==> config.mk <==
export PLATFORM = sky130hd
export DESIGN_NAME = max30102_fifo_reader_flat
export DESIGN_NICKNAME = d
export VERILOG_FILES = /design/src/rtl/max30102_pkg.sv /design/src/rtl/max30102_fifo_reader_if.sv /design/src/rtl/ppg_sample_unpack.sv /design/src/rtl/max30102_fifo_reader.sv /design/src/flat_wrapper.sv
export SDC_FILE = /design/constraint.sdc
export NUM_CORES = 1
export LEC_CHECK = 0
export CELL_PAD_IN_SITES_DETAIL_PLACEMENT = 1
export CELL_PAD_IN_SITES_GLOBAL_PLACEMENT = 2
export CORE_UTILIZATION = 35
export CTS_BUF_LIST = sky130_fd_sc_hd__clkbuf_2 sky130_fd_sc_hd__clkbuf_4 sky130_fd_sc_hd__clkbuf_8
export DETAILED_ROUTE_END_ITERATION = 6
export PLACE_DENSITY = 0.83
export SETUP_SLACK_MARGIN = 0.3
export SYNTH_ARGS = -nofsm -noshare
export SYNTH_HDL_FRONTEND = slang
export SYNTH_HIERARCHICAL = 1
export SYNTH_SLANG_ARGS = --single-unit
==> constraint.sdc <==
create_clock -name clk -period 2.15 [get_ports clk]
set_input_delay 0.43 -clock clk [delete_from_list [all_inputs] [get_ports clk]]
set_output_delay 0.43 -clock clk [all_outputs]
set_load 0.03 [all_outputs]
==> src/rtl/max30102_pkg.sv <==
// Shared constants, FSM state type and helpers for the MAX30102 FIFO reader.
package max30102_pkg;

    localparam logic [7:0] FIFO_WR_PTR = 8'h04;
    localparam logic [7:0] FIFO_RD_PTR = 8'h06;
    localparam logic [7:0] FIFO_DATA   = 8'h07;

    localparam int unsigned BYTES_PER_SAMPLE = 6;
    localparam int unsigned BYTES_PER_WORD   = 3;

    typedef enum logic [2:0] {
        StIdle,
        StRdWr,
        StRdRd,
        StCalc,
        StRdSmp,
        StEmit,
        StErr
    } state_e;

    // The sensor FIFO is 32 deep; pointers wrap in 5 bits, so equal pointers read as empty.
    function automatic logic [4:0] fifo_count(input logic [4:0] wr_ptr, input logic [4:0] rd_ptr);
        return wr_ptr - rd_ptr;
    endfunction

endpackage

==> src/rtl/max30102_fifo_reader_if.sv <==
// Register-read handshake between the FIFO reader and the shared byte-level I2C master.
interface max30102_fifo_reader_if;

    logic       i2c_start;
    logic [7:0] i2c_reg;
    logic [2:0] i2c_len;
    logic       i2c_busy;
    logic       i2c_rx_valid;
    logic [7:0] i2c_rx_data;
    logic       i2c_done;
    logic       i2c_err;

    modport master (
        output i2c_start,
        output i2c_reg,
        output i2c_len,
        input  i2c_busy,
        input  i2c_rx_valid,
        input  i2c_rx_data,
        input  i2c_done,
        input  i2c_err
    );

    modport slave (
        input  i2c_start,
        input  i2c_reg,
        input  i2c_len,
        output i2c_busy,
        output i2c_rx_valid,
        output i2c_rx_data,
        output i2c_done,
        output i2c_err
    );

endinterface

==> src/rtl/ppg_sample_unpack.sv <==
// Collects the six bytes of one FIFO sample (red then IR, MSB first) into two words
// and counts the bytes received since the last clear.
module ppg_sample_unpack
    import max30102_pkg::*;
#(
    parameter int unsigned DATA_WIDTH = 18
) (
    input  logic                  clk,
    input  logic                  rst_n,
    input  logic                  clear,
    input  logic                  byte_valid,
    input  logic [7:0]            byte_data,
    output logic [DATA_WIDTH-1:0] red_word,
    output logic [DATA_WIDTH-1:0] ir_word,
    output logic [2:0]            byte_cnt,
    output logic                  full
);

    logic [DATA_WIDTH-1:0] red_q;
    logic [DATA_WIDTH-1:0] ir_q;
    logic [2:0]            cnt_q;

    assign full = (cnt_q == 3'(BYTES_PER_SAMPLE));

    // Only the low DATA_WIDTH bits of each 24-bit word are kept: after three byte shifts
    // every older bit has fallen off the top, which is the same as masking the full word.
    always_ff @(posedge clk or negedge rst_n) begin
        if (!rst_n) begin
            red_q <= '0;
            ir_q  <= '0;
            cnt_q <= '0;
        end else if (clear) begin
            red_q <= '0;
            ir_q  <= '0;
            cnt_q <= '0;
        end else if (byte_valid && !full) begin
            if (cnt_q < 3'(BYTES_PER_WORD)) begin
                red_q <= DATA_WIDTH'({red_q, byte_data});
            end else begin
                ir_q <= DATA_WIDTH'({ir_q, byte_data});
            end
            cnt_q <= cnt_q + 3'd1;
        end
    end

    assign red_word = red_q;
    assign ir_word  = ir_q;
    assign byte_cnt = cnt_q;

endmodule

==> src/rtl/max30102_fifo_reader.sv <==
// Polls the MAX30102 FIFO pointers over the shared I2C master, bursts out each pending
// sample and emits one valid pulse per red/IR pair.
module max30102_fifo_reader
    import max30102_pkg::*;
#(
    parameter int unsigned DATA_WIDTH     = 18,
    parameter int unsigned POLL_CYCLES    = 500000,
    parameter int unsigned TIMEOUT_CYCLES = 100000
) (
    input  logic                   clk,
    input  logic                   rst_n,
    input  logic                   i_enable,
    max30102_fifo_reader_if.master i2c,
    output logic                   o_data_valid,
    output logic [DATA_WIDTH-1:0]  o_red_data,
    output logic [DATA_WIDTH-1:0]  o_ir_data,
    output logic [7:0]             o_err_cnt,
    output logic                   o_busy
);

    localparam int unsigned PW = $clog2(POLL_CYCLES + 1);
    localparam int unsigned TW = $clog2(TIMEOUT_CYCLES + 1);

    state_e                state_q;
    logic [PW-1:0]         poll_q;
    logic [TW-1:0]         tmo_q;
    logic [4:0]            wr_ptr_q;
    logic [4:0]            rd_ptr_q;
    logic [4:0]            remaining_q;
    logic                  start_q;
    logic [7:0]            reg_q;
    logic [2:0]            len_q;
    logic                  valid_q;
    logic [DATA_WIDTH-1:0] red_q;
    logic [DATA_WIDTH-1:0] ir_q;
    logic [7:0]            err_cnt_q;
    logic                  busy_q;

    logic [DATA_WIDTH-1:0] unpack_red;
    logic [DATA_WIDTH-1:0] unpack_ir;
    logic [2:0]            unpack_cnt;
    logic                  unpack_full;

    logic                  poll_hit;
    logic                  tmo_hit;
    logic                  enough_bytes;
    logic                  txn_fail;
    logic [4:0]            n_samples;

    // Byte capture restarts with every issued read; start_q is high on each RD_* entry cycle.
    ppg_sample_unpack #(
        .DATA_WIDTH(DATA_WIDTH)
    ) u_unpack (
        .clk       (clk),
        .rst_n     (rst_n),
        .clear     (start_q),
        .byte_valid(i2c.i2c_rx_valid),
        .byte_data (i2c.i2c_rx_data),
        .red_word  (unpack_red),
        .ir_word   (unpack_ir),
        .byte_cnt  (unpack_cnt),
        .full      (unpack_full)
    );

    assign poll_hit     = (poll_q == PW'(POLL_CYCLES - 1));
    assign tmo_hit      = (tmo_q == TW'(TIMEOUT_CYCLES - 1));
    assign enough_bytes = (state_q == StRdSmp) ? unpack_full : (unpack_cnt != 3'd0);
    assign n_samples    = fifo_count(wr_ptr_q, rd_ptr_q);
    // An error pulse beats a simultaneous done; a short read counts as a failure too.
    assign txn_fail     = i2c.i2c_err || (i2c.i2c_done && !enough_bytes) ||
                          (!i2c.i2c_done && tmo_hit);

    always_ff @(posedge clk or negedge rst_n) begin
        if (!rst_n) begin
            state_q     <= StIdle;
            poll_q      <= '0;
            tmo_q       <= '0;
            wr_ptr_q    <= '0;
            rd_ptr_q    <= '0;
            remaining_q <= '0;
            start_q     <= 1'b0;
            reg_q       <= '0;
            len_q       <= '0;
            valid_q     <= 1'b0;
            red_q       <= '0;
            ir_q        <= '0;
            err_cnt_q   <= '0;
            busy_q      <= 1'b0;
        end else begin
            start_q <= 1'b0;
            valid_q <= 1'b0;
            unique case (state_q)
                StIdle: begin
                    if (i_enable) begin
                        if (!poll_hit) begin
                            poll_q <= poll_q + PW'(1);
                        end else if (!i2c.i2c_busy) begin
                            poll_q  <= '0;
                            state_q <= StRdWr;
                            busy_q  <= 1'b1;
                            start_q <= 1'b1;
                            reg_q   <= FIFO_WR_PTR;
                            len_q   <= 3'd1;
                            tmo_q   <= '0;
                        end
                    end
                end
                StRdWr, StRdRd, StRdSmp: begin
                    tmo_q <= tmo_q + TW'(1);
                    if (i2c.i2c_rx_valid && state_q == StRdWr) begin
                        wr_ptr_q <= i2c.i2c_rx_data[4:0];
                    end
                    if (i2c.i2c_rx_valid && state_q == StRdRd) begin
                        rd_ptr_q <= i2c.i2c_rx_data[4:0];
                    end
                    if (txn_fail) begin
                        state_q <= StErr;
                        if (err_cnt_q != 8'hFF) begin
                            err_cnt_q <= err_cnt_q + 8'd1;
                        end
                    end else if (i2c.i2c_done) begin
                        if (state_q == StRdSmp) begin
                            state_q <= StEmit;
                            valid_q <= 1'b1;
                            red_q   <= unpack_red;
                            ir_q    <= unpack_ir;
                        end else if (!i_enable) begin
                            state_q <= StIdle;
                            busy_q  <= 1'b0;
                        end else if (state_q == StRdWr) begin
                            state_q <= StRdRd;
                            start_q <= 1'b1;
                            reg_q   <= FIFO_RD_PTR;
                            len_q   <= 3'd1;
                            tmo_q   <= '0;
                        end else begin
                            state_q <= StCalc;
                        end
                    end
                end
                StCalc: begin
                    if (n_samples == 5'd0 || !i_enable) begin
                        state_q <= StIdle;
                        busy_q  <= 1'b0;
                    end else begin
                        remaining_q <= n_samples;
                        state_q     <= StRdSmp;
                        start_q     <= 1'b1;
                        reg_q       <= FIFO_DATA;
                        len_q       <= 3'(BYTES_PER_SAMPLE);
                        tmo_q       <= '0;
                    end
                end
                StEmit: begin
                    if (remaining_q != 5'd1 && i_enable) begin
                        remaining_q <= remaining_q - 5'd1;
                        state_q     <= StRdSmp;
                        start_q     <= 1'b1;
                        reg_q       <= FIFO_DATA;
                        len_q       <= 3'(BYTES_PER_SAMPLE);
                        tmo_q       <= '0;
                    end else begin
                        remaining_q <= '0;
                        state_q     <= StIdle;
                        busy_q      <= 1'b0;
                    end
                end
                StErr: begin
                    remaining_q <= '0;
                    state_q     <= StIdle;
                    busy_q      <= 1'b0;
                end
                default: begin
                    state_q <= StIdle;
                    busy_q  <= 1'b0;
                end
            endcase
        end
    end

    assign i2c.i2c_start = start_q;
    assign i2c.i2c_reg   = reg_q;
    assign i2c.i2c_len   = len_q;
    assign o_data_valid  = valid_q;
    assign o_red_data    = red_q;
    assign o_ir_data     = ir_q;
    assign o_err_cnt     = err_cnt_q;
    assign o_busy        = busy_q;

endmodule
==> src/flat_wrapper.sv <==
// flat-port wrapper written by rule: the top's interface ports become plain ports
module max30102_fifo_reader_flat import max30102_pkg::*;
#(
    parameter int unsigned DATA_WIDTH     = 18,
    parameter int unsigned POLL_CYCLES    = 500000,
    parameter int unsigned TIMEOUT_CYCLES = 100000
)
  (clk, rst_n, i_enable, o_data_valid, o_red_data, o_ir_data, o_err_cnt, o_busy, i2c_i2c_start, i2c_i2c_reg, i2c_i2c_len, i2c_i2c_busy, i2c_i2c_rx_valid, i2c_i2c_rx_data, i2c_i2c_done, i2c_i2c_err);
  max30102_fifo_reader_if i2c_i ();
  input  logic clk;
  input  logic rst_n;
  input  logic i_enable;
  output logic o_data_valid;
  output logic [DATA_WIDTH-1:0] o_red_data;
  output logic [DATA_WIDTH-1:0] o_ir_data;
  output logic [7:0] o_err_cnt;
  output logic o_busy;
  output wire logic [$bits(i2c_i.i2c_start)-1:0] i2c_i2c_start;
  output wire logic [$bits(i2c_i.i2c_reg)-1:0] i2c_i2c_reg;
  output wire logic [$bits(i2c_i.i2c_len)-1:0] i2c_i2c_len;
  input wire logic [$bits(i2c_i.i2c_busy)-1:0] i2c_i2c_busy;
  input wire logic [$bits(i2c_i.i2c_rx_valid)-1:0] i2c_i2c_rx_valid;
  input wire logic [$bits(i2c_i.i2c_rx_data)-1:0] i2c_i2c_rx_data;
  input wire logic [$bits(i2c_i.i2c_done)-1:0] i2c_i2c_done;
  input wire logic [$bits(i2c_i.i2c_err)-1:0] i2c_i2c_err;
  assign i2c_i2c_start = i2c_i.i2c_start;
  assign i2c_i2c_reg = i2c_i.i2c_reg;
  assign i2c_i2c_len = i2c_i.i2c_len;
  assign i2c_i.i2c_busy = i2c_i2c_busy;
  assign i2c_i.i2c_rx_valid = i2c_i2c_rx_valid;
  assign i2c_i.i2c_rx_data = i2c_i2c_rx_data;
  assign i2c_i.i2c_done = i2c_i2c_done;
  assign i2c_i.i2c_err = i2c_i2c_err;
  max30102_fifo_reader #(.DATA_WIDTH(DATA_WIDTH), .POLL_CYCLES(POLL_CYCLES), .TIMEOUT_CYCLES(TIMEOUT_CYCLES)) u_core (.clk(clk), .rst_n(rst_n), .i_enable(i_enable), .i2c(i2c_i), .o_data_valid(o_data_valid), .o_red_data(o_red_data), .o_ir_data(o_ir_data), .o_err_cnt(o_err_cnt), .o_busy(o_busy));
endmodule
==> impl_metrics.json, run 1 <==
{
  "status": "finished with violations",
  "violations": "setup timing",
  "r2r-start": "u_core/wr_ptr_q[0]$_DFFE_PN0P_",
  "final_cell_area_mm2": 0.00929,
  "clock-sinks": 145,
  "fin_skew_ns": 0.0109,
  "period_needed_ns": 2.30,
  "vdd_drop_max_mv": 0.570,
  "drc": 0,
  "multiInputGateArea_mm2": 0.00358,
  "cts_buffer_depth": 2,
  "critical_path_class": "reg2reg",
  "fp.dieW_um": 143,
  "r2r_slack_ns": -0.15,
  "fin_crit_sh_pct": 107,
  "worst_pin_slew_ns": 0.729,
  "critPathCaptureType": "flip-flop",
  "fin_total_pwr_uw": 13400,
  "core_mm2": 0.0195,
  "worst-path-buf-inv": 3,
  "drt_iter0_drc": 279,
  "synth.avg_cell_area_um2": 10.8,
  "worstSetupStartpoint": "u_core/wr_ptr_q[0]$_DFFE_PN0P_",
  "layout.area.seq_mm2": 0.00363,
  "top_register": "u_core/poll_q",
  "synthArstFlopShare_pct": 100,
  "hold_ws_ns": 0.413,
  "dpl-instance-area_mm2": 0.00827,
  "clkTransAtPathRegs_ns": 0.08,
  "crit_path_cell_trace": "inv_2 -> ha_4 -> inv_2 -> fa_2 -> a21o_1 -> a21oi_2 -> xnor2_2 -> buf_4 -> a31o_4 -> nand2_4 -> or3_1",
  "final-hold-violation-count": 0,
  "postRouteAntennaNets": 0,
  "power.density_mw_per_mm2": 1440,
  "nets": 790,
  "via_per_inst": 5.22,
  "drv_cap": 0,
  "num-fill-cells": 2112,
  "rsz0062_at_grt": "true",
  "grt_pass1_vias": 5819,
  "antenna_found_initial": 0,
  "critPathTopFamily": "adder cells",
  "grt_usage_pct": 18.8,
  "critPathMaxFanout": 3,
  "vias": 5430,
  "fmax_mhz": 434,
  "synth_edf_count": 0,
  "fp-row-count": 51,
  "io-pin-count": 73,
  "start_util_pct": 35.7,
  "dr.pass1.iters": 4,
  "chipHeight_um": 143,
  "synth_cell_types": 59,
  "ys.flop_type": "dfrtp_1",
  "overflow": 0,
  "cts_root_buf": "clkbuf_8",
  "slowest_stage": "dfrtp_1",
  "htree_levels": 4,
  "drive_above_1_share_pct": 29.5,
  "slew_viol_final": 0,
  "dieArea_mm2": 0.0204,
  "timing.critical_path.mode_cell": "inv_2",
  "grt_max_degree": 62,
  "placed_cells": 996,
  "dp_hpwl_mm": 12.2,
  "cp-start-kind": "flip-flop",
  "syn-instance-count": 641,
  "routabilityCongestion": 0.791,
  "worstPathArrival_ns": 2.64,
  "syn_to_final_growth_pct": 33.8,
  "final.setup.worst_slack_ns": -0.153,
  "grt_pass1_wl_mm": 30.1,
  "cts_tree": "built",
  "synth_area_mm2": 0.00695,
  "finalSetupViolCount": 33,
  "diodes": 0,
  "wl_per_cell_um": 17.5,
  "rr_worst_depth": 11,
  "ys_ff_latch": 145,
  "relSlewSlack_pct": 51.4,
  "seq_area_frac_synth_pct": 52.2,
  "min_path_type": "in2async",
  "final_cells": 1041,
  "cts_buffers": 17,
  "wirelength_mm": 18.3,
  "yosysWarnings": 6,
  "critPathRequiredTime_ns": 2.49,
  "clock_latency_ns": 0.45,
  "largest_reg_flops": 19,
  "port-buffer-count": 67,
  "cpPeakStageDelay_ns": 0.38,
  "worstReg2RegEnd": "u_core/i2c.i2c_reg[2]$_DFFE_PN0P_",
  "power.leakage_uw": 0.00431
}
how the worst max path moves through the flow:
| stage | to | slack, ns | cells past startpoint |
|---|---|---|---|
| after floorplan | u_core/tmo_q[10]$_DFFE_PN0P_ | -0.04 | 12 |
| after global placement | u_core/o_err_cnt[1]$_DFFE_PN0P_ | -0.15 | 6 |
| after detailed placement | u_core/o_err_cnt[1]$_DFFE_PN0P_ | -0.19 | 6 |
| after CTS | u_core/i2c.i2c_reg[2]$_DFFE_PN0P_ | -0.17 | 11 |
| after global routing | u_core/i2c.i2c_reg[2]$_DFFE_PN0P_ | -0.26 | 11 |
| final | u_core/i2c.i2c_reg[2]$_DFFE_PN0P_ | -0.15 | 11 |
power breakdown:
| group | internal (uW) | switching (uW) | leakage [uW] |
|---|---|---|---|
| combinational | 2810 | 3790 | 0.00222 |
| sequential | 3730 | 778 | 0.00187 |
| clock | 1190 | 1070 | 0.000213 |
repair_timing:
action,4_1_cts,5_1_grt
buffers inserted,6,3
gates cloned,2,1
endpoints found under the setup margin,144,89
hold buffers,1,0
pin swaps,25,17
hold endpoints to repair,27,0
resized for setup,113,44
cell usage after synthesis, drive strengths merged (2+ instances only):
master | count | area, um^2
dfrtp | 145 | 3630
mux2 | 46 | 518
nand2 | 41 | 156
nand3 | 40 | 200
a21oi | 36 | 184
o21ai | 34 | 170
nand2b | 28 | 175
nor2 | 27 | 101
mux2i | 26 | 260
inv | 23 | 86.3
buf | 19 | 143
nor3 | 18 | 95.1
clkbuf | 16 | 60.1
a31oi | 14 | 87.6
xor2 | 14 | 123
ha | 11 | 138
and3 | 10 | 63.8
nand4 | 10 | 62.6
xnor2 | 10 | 87.6
a21o | 9 | 67.6
o22ai | 6 | 51.3
nor2b | 5 | 31.3
o21a | 5 | 37.5
and2 | 4 | 25.0
and4b | 4 | 40.0
nor4 | 4 | 40.0
o211ai | 4 | 30.0
or3 | 4 | 25.0
nand3b | 3 | 22.5
nor3b | 3 | 22.5
a31o | 2 | 17.5
nor4b | 2 | 17.5
o221ai | 2 | 17.5
or4 | 2 | 15.0
area by class of cell:
cell class                      count  share of cell area, %
Sequential cell                   145                   39.1
Inverter                           23                  0.929
Tap cell                          265                   3.57
Multi-Input combinational cell    442                   38.5
Timing Repair Buffer              134                   13.4
Clock buffer                       19                   2.75
Clock inverter                     13                   1.70
per-layer routing:
layer | part of all wire (%) | GRT usage (%) | up-vias | wire (um)
li1 | - | - | 2525 | -
met1 | 45 | 23.7 | 2773 | 8250
met2 | 50 | 32.2 | 110 | 9130
met3 | 3.3 | 3.55 | 22 | 610
met4 | 1.4 | 6.73 | 0 | 255
met5 | 0 | 0 | - | 0
stage by stage:
stage	util (%)	setup TNS, ns	setup slack (ns)
after CTS	46.3	-2.72	-0.170
after global placement	42.5	-1.70	-0.155
final	47.7	-2.42	-0.153
after floorplan	-	-0.199	-0.0375
after detailed placement	42.5	-5.79	-0.191
after global routing	47.7	-6.21	-0.256
worst register-to-register path, stage by stage (launching register included):
cell	delay (ns)
dfrtp_1	0.38
inv_2	0.07
ha_4	0.12
inv_2	0.04
fa_2	0.37
a21o_1	0.18
a21oi_2	0.15
xnor2_2	0.14
buf_4	0.18
a31o_4	0.16
nand2_4	0.06
or3_1	0.33
placed cells by master, fill, tap and decap left out, drive strengths merged, types with 25 or more instances in the layout:
cell type and count:
mux2i 26, dfrtp 145, o21ai 34, nand3 40
nor2 27, buf 67, nand2 41, nand2b 28
inv 25, a21oi 36, dlygate4sd2 52, mux2 46
cell families after synthesis:
| kind of cell | after synthesis | share of synthesized area, % |
|---|---|---|
| adders and majority gates | 12 | 2.27 |
| xor gates and xnor gates | 24 | 3.03 |
| AOI/OAI and AO/OA | 120 | 10.8 |
| DFF | 145 | 52.2 |
| and+or+nand+nor | 209 | 16.3 |
| buffers and inverters | 58 | 4.16 |
| muxes | 72 | 11.2 |
| other | 1 | 0.0540 |
Note: power is estimated with default switching activity, not from simulation.
==> run 2, diff against run 1 <==
--- a/config.mk
+++ b/config.mk
@@ -5,12 +5,14 @@
 export SDC_FILE = /design/constraint.sdc
 export NUM_CORES = 1
 export LEC_CHECK = 0
+export ABC_AREA = 1
 export CELL_PAD_IN_SITES_DETAIL_PLACEMENT = 1
 export CELL_PAD_IN_SITES_GLOBAL_PLACEMENT = 2
 export CORE_UTILIZATION = 35
 export CTS_BUF_LIST = sky130_fd_sc_hd__clkbuf_2 sky130_fd_sc_hd__clkbuf_4 sky130_fd_sc_hd__clkbuf_8
 export DETAILED_ROUTE_END_ITERATION = 6
-export PLACE_DENSITY = 0.83
+export GPL_TIMING_DRIVEN = 0
+export PLACE_DENSITY = 0.84
 export SETUP_SLACK_MARGIN = 0.3
 export SYNTH_ARGS = -nofsm -noshare
 export SYNTH_HDL_FRONTEND = slang
==> constraint.sdc (replaced) <==
create_clock -name clk -period 2.65 [get_ports clk]
set_input_delay 0.53 -clock clk [delete_from_list [all_inputs] [get_ports clk]]
set_output_delay 0.53 -clock clk [all_outputs]
set_load 0.03 [all_outputs]
==> impl_metrics.json, run 2 <==
{
  "cts_buffer_depth": 2,
  "drc": 0,
  "cp-start-kind": "flip-flop",
  "synth_area_mm2": 0.00747,
  "finalSetupViolCount": 0,
  "ys_top_cells_by_area": "dfrtp_1 49%, nand2_1 12%, mux2_4 5.2%",
  "ys_ff_latch": 145,
  "seq_area_frac_synth_pct": 48.6,
  "hold_ws_ns": 0.0676,
  "critPathMaxFanout": 10,
  "clkTransAtPathRegs_ns": 0.09,
  "wl_per_cell_um": 15.3,
  "power.density_mw_per_mm2": 1130,
  "clock-sinks": 145,
  "diodes": 0,
  "worstPathArrival_ns": 2.48,
  "setup_tns_ns": 0,
  "antenna_found_initial": 0,
  "critPathCaptureType": "flip-flop",
  "final-hold-violation-count": 0,
  "yosys.area.top_type": "dfrtp_1",
  "fmax_mhz": 467,
  "critPathRequiredTime_ns": 2.99,
  "nets": 975,
  "synthArstFlopShare_pct": 100,
  "via_per_inst": 4.81,
  "drt_iter0_drc": 331,
  "cts_root_buf": "clkbuf_8",
  "wl_met2_mm": 8.41,
  "fin_crit_sh_pct": 80.8,
  "layout_common_cells": "245 x nand2_1, 145 x dfrtp_1, 81 x inv_1",
  "cts_tree": "built",
  "fp.dieW_um": 148,
  "yosysWarnings": 6,
  "rsz0062_at_grt": "false",
  "dp_hpwl_mm": 13.7,
  "syn_to_final_growth_pct": 20.0,
  "synth.avg_cell_area_um2": 8.75,
  "wirelength_mm": 18.9,
  "grt_usage_pct": 18.7,
  "period_needed_ns": 2.14,
  "layout_commonest_cell": "nand2_1",
  "drive_above_1_share_pct": 13.1,
  "routabilityCongestion": 0.787,
  "min_path_type": "in2async",
  "grt_pass1_vias": 6260,
  "fp-row-count": 53,
  "cts_buffers": 17,
  "htree_levels": 4,
  "clock_latency_ns": 0.46,
  "top_register": "u_core/poll_q",
  "synth_edf_count": 0,
  "met1_length_mm": 9.74,
  "relSlewSlack_pct": 53.2,
  "core_mm2": 0.0210,
  "synth_cell_types": 45,
  "vdd_drop_max_mv": 0.490,
  "start_util_pct": 35.7,
  "yosys-top-cells-count": "246 x nand2_1, 145 x dfrtp_1, 81 x inv_1, 77 x nand3_1, 59 x nor2_1",
  "wl_met3_um": 456,
  "drv_cap": 0,
  "grt_pass1_wl_mm": 32.4,
  "status": "finished, final reports clean",
  "synth.top_cell.area_share_pct": 48.6,
  "fin_skew_ns": 0.0131,
  "slew_viol_final": 0,
  "vias": 5951,
  "syn-instance-count": 854,
  "power.leakage_uw": 0.00433,
  "synth_most_common_cell": "nand2_1",
  "routed.top_layer": "met4",
  "port-buffer-count": 67,
  "largest_reg_flops": 19,
  "chipHeight_um": 148,
  "critical_path_class": "reg2reg",
  "dieArea_mm2": 0.0219,
  "ys.flop_type": "dfrtp_1",
  "postRouteAntennaNets": 0,
  "overflow": 0,
  "io-pin-count": 73,
  "worst_pin_slew_ns": 0.702,
  "grt_max_degree": 77,
  "dr.pass1.iters": 6
}
run 2: changes by cell type in the layout (fill, tap and decap cells not counted), moves of 23 or more:
cell	previous run	this run
nand2_1	30	245
inv_1	21	81
clkdlybuf4s50_1	13	66
dlygate4sd2_1	52	0
buf_4	53	14
mux2_2	43	7
nand3_1	39	75
nor2_1	24	59
nand2b_1	28	0
mux2i_1	26	0
mux2_4	3	26
run 2: timing repair:
action / 4_1_cts / 5_1_grt
hold buffers: 0 / 0
setup buffers: 0 / 3
setup endpoints to repair: 0 / 19
resized for setup: 0 / 6
run 2: metal layers:
layer	GRT usage, %	up-vias
met3	3.01	22
met5	0	-
met4	6.60	0
li1	-	2951
met1	26.7	2915
met2	28.6	63
run 2: power breakdown:
part	switching [uW]	leakage, uW	internal, uW
combinational	2840	0.00226	1920
sequential	598	0.00188	3000
clock	984	0.000195	788
run 2: final timing paths:
| check | startpoint | endpoint | slack [ns] | cells past startpoint |
|---|---|---|---|---|
| max | u_core/wr_ptr_q[0]$_DFFE_PN0P_ | u_core/tmo_q[10]$_DFFE_PN0P_ | 0.51 | 15 |
| min | rst_n | u_core/tmo_q[15]$_DFFE_PN0P_ | 0.07 | 1 |
| max reg2reg | u_core/wr_ptr_q[0]$_DFFE_PN0P_ | u_core/tmo_q[10]$_DFFE_PN0P_ | 0.51 | 15 |
| min reg2reg | u_core/i2c.i2c_reg[2]$_DFFE_PN0P_ | u_core/i2c.i2c_reg[2]$_DFFE_PN0P_ | 0.48 | 1 |
| max in group asynchronous | rst_n | u_core/wr_ptr_q[4]$_DFFE_PN0P_ | 1.76 | 2 |
| min in group clk | u_core/i2c.i2c_reg[2]$_DFFE_PN0P_ | u_core/i2c.i2c_reg[2]$_DFFE_PN0P_ | 0.48 | 1 |
run 2: critical path: stages (launching register included):
cell and delay [ns]:
dfrtp_1 0.39, inv_1 0.06, ha_1 0.14, inv_1 0.06, fa_1 0.41, nand3_1 0.13
nand2_1 0.06, nand2_1 0.06, nand2_1 0.07, nand3_2 0.09, nand2_1 0.06, nand2_1 0.10
nand3_4 0.12, buf_8 0.18, nand2_1 0.06, nand2_1 0.04
run 2: cells by family (layout without fill, tap and decap cells):
family                     count (synthesis)  count (layout)  share of synthesized area (%)
xor gates and xnor gates                  22              22                           2.58
muxes                                     36              36                           6.73
DFF                                      145             145                           48.6
other                                      1               5                         0.0502
buffers and inverters                    118             221                           7.70
adders and majority gates                 12              12                           2.11
and+or+nand+nor                          452             452                           27.3
AOI/OAI and AO/OA                         68              68                           4.91
run 2: layout make-up:
cell class              instances  area, um^2
plain buffers                  28         243
clock buffers                  18         241
clock inverters                14         145
fillers                      2507       12000
inverters                      90         340
multi-input cells             595        3300
flip-flops and latches        145        3630
well taps                     275         344
repair buffers                 71         722
run 2: metrics by stage:
step                      util [%]  instance area (um^2)  power (uW)  worst slack (ns)  instances
after global placement        40.6                  8500        8210             -5.29       1200
after detailed placement      40.7                  8530        8330             0.201       1201
final                         42.8                  8970       10100             0.508       1236
after CTS                     42.5                  8920       10200             0.366       1233
after floorplan                  -                  7490        6700             0.723        858
after global routing          42.8                  8970       10900             0.303       1236
==> run 3, diff against run 2 <==
==> constraint.sdc (replaced) <==
create_clock -name clk -period 2.2 [get_ports clk]
set_input_delay 0.44 -clock clk [delete_from_list [all_inputs] [get_ports clk]]
set_output_delay 0.44 -clock clk [all_outputs]
set_load 0.03 [all_outputs]
==> impl_metrics.json, run 3 (synthesized netlist as in run 2, its figures left out) <==
{
  "status": "finished, final reports clean",
  "critPathMaxFanout": 7,
  "critPathCaptureType": "flip-flop",
  "nets": 1009,
  "utilization_pct": 46.1,
  "antenna_found_initial": 0,
  "largest_reg_flops": 19,
  "diodes": 0,
  "critical_path_class": "reg2reg",
  "drive_above_1_share_pct": 21.5,
  "io-pin-count": 73,
  "fin_skew_ns": 0.0151,
  "cts_tree": "built",
  "clkTransAtPathRegs_ns": 0.09,
  "switching_share_pct": 43.5,
  "routabilityCongestion": 0.816,
  "dr.pass1.iters": 6,
  "drc": 0,
  "power.leakage_uw": 0.00482,
  "relSlewSlack_pct": 55.9,
  "min_path_type": "reg2reg",
  "vias": 6178,
  "syn_to_final_growth_pct": 29.2,
  "overflow": 0,
  "grt_usage_pct": 19.4,
  "fin_crit_sh_pct": 96.1,
  "p_int_uw": 7390,
  "fmax_mhz": 473,
  "htree_levels": 4,
  "cts_buffers": 17,
  "rsz0062_at_grt": "true",
  "core_mm2": 0.0210,
  "vdd_drop_max_mv": 0.545,
  "final-hold-violation-count": 0,
  "cts_root_buf": "clkbuf_8",
  "layout_commonest_cell": "nand2_1",
  "port-buffer-count": 67,
  "dpl-instance-area_mm2": 0.00854,
  "chipHeight_um": 148,
  "power.density_mw_per_mm2": 1360,
  "period_needed_ns": 2.11,
  "worstPathArrival_ns": 2.46,
  "fp-row-count": 53,
  "wirelength_mm": 20.0,
  "start_util_pct": 35.7,
  "layout.area.seq_mm2": 0.00363,
  "wl_per_cell_um": 15.7,
  "grt_max_degree": 79,
  "clockPowerShare_pct": 18.1,
  "clock-sinks": 145,
  "power_frac_comb_pct": 48.6,
  "multiInputGateArea_mm2": 0.00356,
  "layout_common_cells": "216 x nand2_1, 142 x dfrtp_1, 75 x inv_1",
  "num-fill-cells": 2485,
  "cp-start-kind": "flip-flop",
  "via_per_inst": 4.86,
  "dieArea_mm2": 0.0219,
  "critPathRequiredTime_ns": 2.55,
  "worst_pin_slew_ns": 0.661,
  "postRouteAntennaNets": 0,
  "dp_hpwl_mm": 13.5,
  "clock_latency_ns": 0.46,
  "seqPwrFrac_pct": 33.3,
  "final_cell_area_mm2": 0.00965,
  "fp.dieW_um": 148,
  "grt_pass1_wl_mm": 33.3,
  "grt_pass1_vias": 6461,
  "slew_viol_final": 0,
  "cts_buffer_depth": 2,
  "drv_cap": 0,
  "switchingPower_uw": 5700,
  "top_register": "u_core/poll_q",
  "drt_iter0_drc": 299,
  "finalSetupViolCount": 0
}
## run 3: layer usage
metal | vias up | part of all wire (%) | GRT usage (%)
met4 | 0 | 1.2 | 6.29
met1 | 3052 | 48 | 26.6
met2 | 87 | 48 | 31.4
met5 | - | 0 | 0
met3 | 18 | 2.8 | 3.01
li1 | 3021 | - | -
## run 3: what timing repair did
action / CTS / global route
setup buffers: 25 / 6
hold buffers: 1 / 0
endpoints found under the setup margin: 124 / 92
gates cloned: 5 / 0
hold endpoints to repair: 50 / 0
pin swaps: 4 / 9
gates resized for setup: 103 / 54
## run 3: worst max-delay path, stage by stage (launching register included)
cell and delay [ns]:
dfrtp_1 0.39, inv_1 0.06, ha_2 0.17, inv_2 0.05, fa_2 0.38, xor2_1 0.22, nor2_2 0.07, nand3_4 0.11
nand2_2 0.06, nand2_2 0.09, nand3_4 0.13, buf_12 0.19, nand2_2 0.05, nand2_1 0.05
## run 3: power groups by stage
stage          Sequential [uW]  Combinational [uW]  Clock [uW]
2_1_floorplan             4930                3160           0
3_3_place_gp              4370                5530           0
3_5_place_dp              4390                5650           0
4_1_cts                   4330                6030        2450
5_1_grt                   4480                6990        2540
6_report                  4350                6360        2370
## run 3: worst paths after layout
kind | start | to | slack (ns) | cells after the start
max in group asynchronous | rst_n | u_core/tmo_q[0]$_DFFE_PN0P_ | 0.80 | 3
worst min-delay path | u_core/i2c.i2c_reg[2]$_DFFE_PN0P_ | u_core/i2c.i2c_reg[2]$_DFFE_PN0P_ | 0.47 | 1
worst min register to register | u_core/i2c.i2c_reg[2]$_DFFE_PN0P_ | u_core/i2c.i2c_reg[2]$_DFFE_PN0P_ | 0.47 | 1
worst max register to register | u_core/wr_ptr_q[0]$_DFFE_PN0P_ | u_core/tmo_q[2]$_DFFE_PN0P_ | 0.09 | 13
worst max-delay path | u_core/wr_ptr_q[0]$_DFFE_PN0P_ | u_core/tmo_q[2]$_DFFE_PN0P_ | 0.09 | 13
min in group asynchronous | rst_n | u_core/o_data_valid$_DFF_PN0_ | 0.54 | 2
## run 3: metrics by stage
step           total power (uW)  worst slack [ns]  hold slack [ns]  cells  setup TNS [ns]
3_5_place_dp              10000            -0.245            0.458   1201           -3.64
6_report                  13100            0.0859            0.472   1270               0
4_1_cts                   12800             0.106            0.476   1264               0
3_3_place_gp               9900             -5.51            0.452   1200         -801.08
5_1_grt                   14000           -0.0288            0.491   1270          -0.359
2_1_floorplan              8090             0.305            0.144    858               0
## run 3: layout make-up
| class | count | share of cell area (%) |
|---|---|---|
| buffer | 28 | 2.61 |
| clock buffer | 18 | 2.50 |
| clock inverter | 14 | 2.02 |
| inverter | 90 | 3.58 |
| multi-input combinational | 596 | 36.9 |
| sequential | 145 | 37.6 |
| tap | 275 | 3.57 |
| timing repair buffer | 104 | 11.2 |
